--- config.mk ---
export PLATFORM = sky130hd
export DESIGN_NAME = serv_cfu
export DESIGN_NICKNAME = d
export VERILOG_FILES = /design/src/rtl/serv_cfu.sv
export SDC_FILE = /design/constraint.sdc
export NUM_CORES = 1
export LEC_CHECK = 0
export CAP_MARGIN = 20
export CORE_MARGIN = 1.5
export CORE_UTILIZATION = 31
export CTS_CLUSTER_DIAMETER = 30
export DETAILED_ROUTE_END_ITERATION = 8
export DONT_BUFFER_PORTS = 1
export PLACE_DENSITY_LB_ADDON = 0.15
export SYNTH_ARGS = -nofsm -noshare
export SYNTH_HDL_FRONTEND = slang
export SYNTH_SLANG_ARGS = --single-unit
--- constraint.sdc ---
create_clock -name clk -period 28.3 [get_ports clk]
set_input_delay 2.83 -clock clk [delete_from_list [all_inputs] [get_ports clk]]
set_output_delay 2.83 -clock clk [all_outputs]
set_load 0.01 [all_outputs]
--- src/rtl/serv_cfu.sv ---
// serv_cfu: custom-function unit for the SERV core.
// Single-command engine: SIMD multiply-accumulate with a programmable input
// offset, accumulator read/write, and a bit-serial 32x32 unsigned multiply.
//
// state | meaning
// ------+----------------------------------------------------------
// IDLE  | ready for a command (after the first edge out of reset)
// MUL   | shift-add multiply, one multiplier bit per cycle, 32 cycles
// RESP  | result presented, held until the core takes it
module serv_cfu #(
    parameter int WITH_OFFSET = 1
) (
    input  logic        clk,
    input  logic        i_rst_n,
    input  logic        i_cmd_valid,
    output logic        o_cmd_ready,
    input  logic [2:0]  i_cmd_funct3,
    input  logic [6:0]  i_cmd_funct7,
    input  logic [31:0] i_cmd_rs1,
    input  logic [31:0] i_cmd_rs2,
    output logic        o_rsp_valid,
    input  logic        i_rsp_ready,
    output logic [31:0] o_rsp_rdt
);

    typedef enum logic [1:0] {
        S_IDLE = 2'd0,
        S_MUL  = 2'd1,
        S_RESP = 2'd2
    } state_t;

    state_t      state_q;
    state_t      state_d;
    logic        run_q;
    logic        accept;
    logic [31:0] acc_q;
    logic [8:0]  off_q;
    logic [4:0]  cnt_q;
    logic [31:0] mcand_q;
    logic [31:0] mplier_q;
    logic [31:0] prod_q;
    logic [31:0] prod_step;
    logic [31:0] rdt_q;
    logic [31:0] mac_sum;
    logic [9:0]  mac_a [4];
    logic [16:0] mac_p [4];
    logic        unused_funct7;

    // Only the clear-on-read modifier bit of funct7 is meaningful.
    assign unused_funct7 = ^i_cmd_funct7[6:1];

    assign accept    = i_cmd_valid && o_cmd_ready;
    assign prod_step = prod_q + (mplier_q[0] ? mcand_q : 32'd0);

    // Four signed byte lanes: (a + off) * b, each 17-bit product sign-extended.
    always_comb begin
        mac_sum = '0;
        for (int i = 0; i < 4; i++) begin
            mac_a[i] = {{2{i_cmd_rs1[8*i+7]}}, i_cmd_rs1[8*i +: 8]} + {off_q[8], off_q};
            mac_p[i] = $signed({{7{mac_a[i][9]}}, mac_a[i]})
                     * $signed({{9{i_cmd_rs2[8*i+7]}}, i_cmd_rs2[8*i +: 8]});
            mac_sum  = mac_sum + {{15{mac_p[i][16]}}, mac_p[i]};
        end
    end

    // State register; run_q keeps ready low until the first edge after reset.
    always_ff @(posedge clk or negedge i_rst_n) begin
        if (!i_rst_n) begin
            state_q <= S_IDLE;
            run_q   <= 1'b0;
        end else begin
            state_q <= state_d;
            run_q   <= 1'b1;
        end
    end

    // Next-state logic.
    always_comb begin
        state_d = state_q;
        case (state_q)
            S_IDLE:  if (accept) state_d = (i_cmd_funct3 == 3'd4) ? S_MUL : S_RESP;
            S_MUL:   if (cnt_q == 5'd31) state_d = S_RESP;
            S_RESP:  if (i_rsp_ready) state_d = S_IDLE;
            default: state_d = S_IDLE;
        endcase
    end

    // Outputs; the result bus is forced to zero outside RESP.
    always_comb begin
        o_cmd_ready = (state_q == S_IDLE) && run_q;
        o_rsp_valid = (state_q == S_RESP);
        o_rsp_rdt   = (state_q == S_RESP) ? rdt_q : 32'd0;
    end

    // Datapath: single-cycle ops resolve at accept, multiply steps in MUL.
    always_ff @(posedge clk or negedge i_rst_n) begin
        if (!i_rst_n) begin
            acc_q    <= '0;
            off_q    <= '0;
            cnt_q    <= '0;
            mcand_q  <= '0;
            mplier_q <= '0;
            prod_q   <= '0;
            rdt_q    <= '0;
        end else if (accept) begin
            case (i_cmd_funct3)
                3'd0: begin
                    acc_q <= acc_q + mac_sum;
                    rdt_q <= acc_q + mac_sum;
                end
                3'd1: begin
                    rdt_q <= acc_q;
                    if (i_cmd_funct7[0]) acc_q <= '0;
                end
                3'd2: begin
                    rdt_q <= acc_q;
                    acc_q <= i_cmd_rs1;
                end
                3'd3: begin
                    rdt_q <= '0;
                    if (WITH_OFFSET != 0) off_q <= i_cmd_rs1[8:0];
                end
                3'd4: begin
                    mcand_q  <= i_cmd_rs1;
                    mplier_q <= i_cmd_rs2;
                    prod_q   <= '0;
                    cnt_q    <= '0;
                end
                default: rdt_q <= '0;
            endcase
        end else if (state_q == S_MUL) begin
            prod_q   <= prod_step;
            mcand_q  <= {mcand_q[30:0], 1'b0};
            mplier_q <= {1'b0, mplier_q[31:1]};
            cnt_q    <= cnt_q + 5'd1;
            if (cnt_q == 5'd31) rdt_q <= prod_step;
        end
    end

endmodule

==> results.md <==
* Cells after Synth at 2,887
* # IOs at 112
* GR Util All Layers at 17.49%
* Max Cap Violations at 0
* Final period utilization at 50.34%
* Worst hold margin at 0.4706 ns
* DR vias/cell at 4.958
* Hold Buf Count CTS at 0
* GRT overflow at 0
* Required time of the worst setup path at 28.64 ns
* Final Critical Period at 14.25 ns
* Post-synth ARST share at 100.0%
* RSZ-0062 raised after global routing: false
* Diode count at 0
* Layout cells sized above 1 at 4.021%
* Setup crit start kind: primary input
* Worst Slack Setup Final at 14.05 ns
* CP Max Fanout at 14
* Initial antenna violation count at 1
* Seq/Total Area, Yosys at 17.28%
* Crit path from: i_cmd_rs1[16]
* Row count at 105
* Seq cells post-synth at 177
* Clock transition at path regs at 0.08 ns
* First-pass GRT wire length at 115,800 um
* Post-CTS Resized at 0
* Synthesized area at 0.02564 sq mm
* Commonest cells after routing, fill and taps aside: 434 x inv_1, 283 x fa_1, 263 x nand2_1
* CTS root buf: clkbuf_16
* Post-Syn Nets at 3,510
* Setup WS pre-CTS at 13.47 ns
* Critical path class: in2reg
* Worst Path Buf+Inv at 4
* Antenna-violating nets left at 0
* Footprint of the multi-input gates at 0.01920 sq mm
* Status: finished, final reports clean
* Cell Count, Final, Fillers Out at 3,905
* Worst Setup End Kind: flip-flop
* Num CTS Buffers at 17
* Slew Limit Fails at 0
* Top FF cell, synth: dfrtp_1
* Register area at 0.004429 sq mm
* Final HPWL DP at 58,310 um
* Max Root-Sink Buffers at 2
* Relative slew slack at 34.55%
* Vias in the first global route at 20,084
* Port Buffer Count at 0
* 1st-iter DRT viols at 966
* FILL cells at 8,550
* Worst EP arrival at 14.59 ns
* Library cells used by synthesis at 100
* Clock Sinks at 177
* Clk_skew at 0.01406 ns
* Placed cells at 3,874
* Initial Util at 31.27%
* Worst Max-Slew Pin Slew at 0.9748 ns
* Hold/Removal Path Class: reg2reg
* DIE AREA at 0.08444 sq mm
* Die X-Extent at 290.6 um
* CP top delay family: adder cells
* Placer Congestion at 0.9261
* DR WL/cell at 18.45 um
* Chip height at 290.6 um
* Largest stage delay on the critical path at 0.67 ns
* Post-CTS Setup Inserts at 0
* Total Routed Length at 72,060 um
* Largest net degree at the start of global routing at 178
* Routed vias at 19,361
* Endpoints failing setup at 0
* Crit Reg-Reg Startpoint: off_q[1]$_DFFE_PN0P_
* Post-route DRC at 0
* Synth-to-layout area growth at 6.505%
* Core area at 0.08198 sq mm
* Slowest stage cell, crit path: a41oi_1
* Final net count at 3,446
* Number of flops mapped to enable cells by yosys at 0
* Syn avg cell area at 8.881 sq um
* Fin. Hold Viols at 0
* Clk Latency, worst-skew pair at 0.47 ns
* TritonCTS clock tree: done
* Setup TNS at 0 ns
* Fmax at 70.20 MHz
* Commonest non-fill, non-tap cell in the layout: inv_1
* Total of warnings raised by yosys at 0
* CTS HTree Levels at 4
* Worst hold start: rdt_q[8]$_DFFE_PN0P_
* Router iterations before antenna repair at 5
-- layer usage --
layer  up-vias  track usage [%]  wire length (um)
met5         -                0                 0
met4         0            4.955              1879
met3        74            2.111              2256
met2       305            30.27             35290
met1      9666            22.85             32630
li1       9316                -                 -
-- synth_stat cells (66+ instances only) --
cell	count	area, sq um
a21oi_1	125	625.6
and2_1	246	1539
clkbuf_1	87	326.6
dfrtp_1	177	4429
fa_1	283	5665
ha_1	262	3278
inv_1	434	1629
mux2i_1	66	660.6
nand2_1	264	991.0
nor2_1	157	589.3
o21ai_0	156	780.8
xnor2_1	142	1244
-- state kept, by name, summed over array words and instances (netlist names) --
signal and cells:
cnt_q 5, acc_q 32, rdt_q 32, prod_q 32, run_q 1, state_q 2, mcand_q 32, off_q 9
mplier_q 32
-- path summary, 6_finish.rpt --
| kind | to | slack (ns) | cells after the start |
|---|---|---|---|
| worst max-delay path | acc_q[31]$_DFFE_PN0P_ | 14.05 | 45 |
| worst min-delay path | rdt_q[8]$_DFFE_PN0P_ | 0.47 | 2 |
| worst max register to register | acc_q[31]$_DFFE_PN0P_ | 15.73 | 45 |
| worst min register to register | rdt_q[8]$_DFFE_PN0P_ | 0.47 | 2 |
| max in group asynchronous | mplier_q[22]$_DFFE_PN0P_ | 25.86 | 0 |
| min in group asynchronous | prod_q[4]$_DFFE_PN0P_ | 2.07 | 0 |
-- per-stage QoR --
step	cell area (sq um)	utilization [%]
6_report	27310	33.31
5_1_grt	27310	33.31
4_1_cts	27310	33.31
3_5_place_dp	26730	32.60
3_3_place_gp	26730	32.60
2_1_floorplan	25640	-
-- area by class of cell --
class | count | area share [%]
inverter | 437 | 6.007
tap | 1070 | 4.903
clock buffer | 18 | 1.572
clock inverter | 13 | 0.5544
timing repair buffer | 15 | 0.4124
sequential | 177 | 16.22
multi-input combinational | 2175 | 70.33
-- cell families (layout without fill, tap and decap cells) --
logic type      count (synthesis)  count (layout)  share of synthesized area, %
buf+inv                       535             483                         7.945
mux                            77              77                         3.060
xor+xnor                      187             187                         6.500
other cells                     1               1                       0.01463
fa+ha+maj                     545             545                         34.88
compound gates                566             566                         14.88
flops                         177             177                         17.28
simple gates                  799             799                         15.44
-- worst min-delay path, stage by stage, from the launching register on --
cell and delay (ns):
dfrtp_1 0.34, nand2_1 0.05, nand2_1 0.05
Power is left out: the tool's default activity adds up to more than one toggle a clock period on the data nets, which glitch-free logic cannot reach.
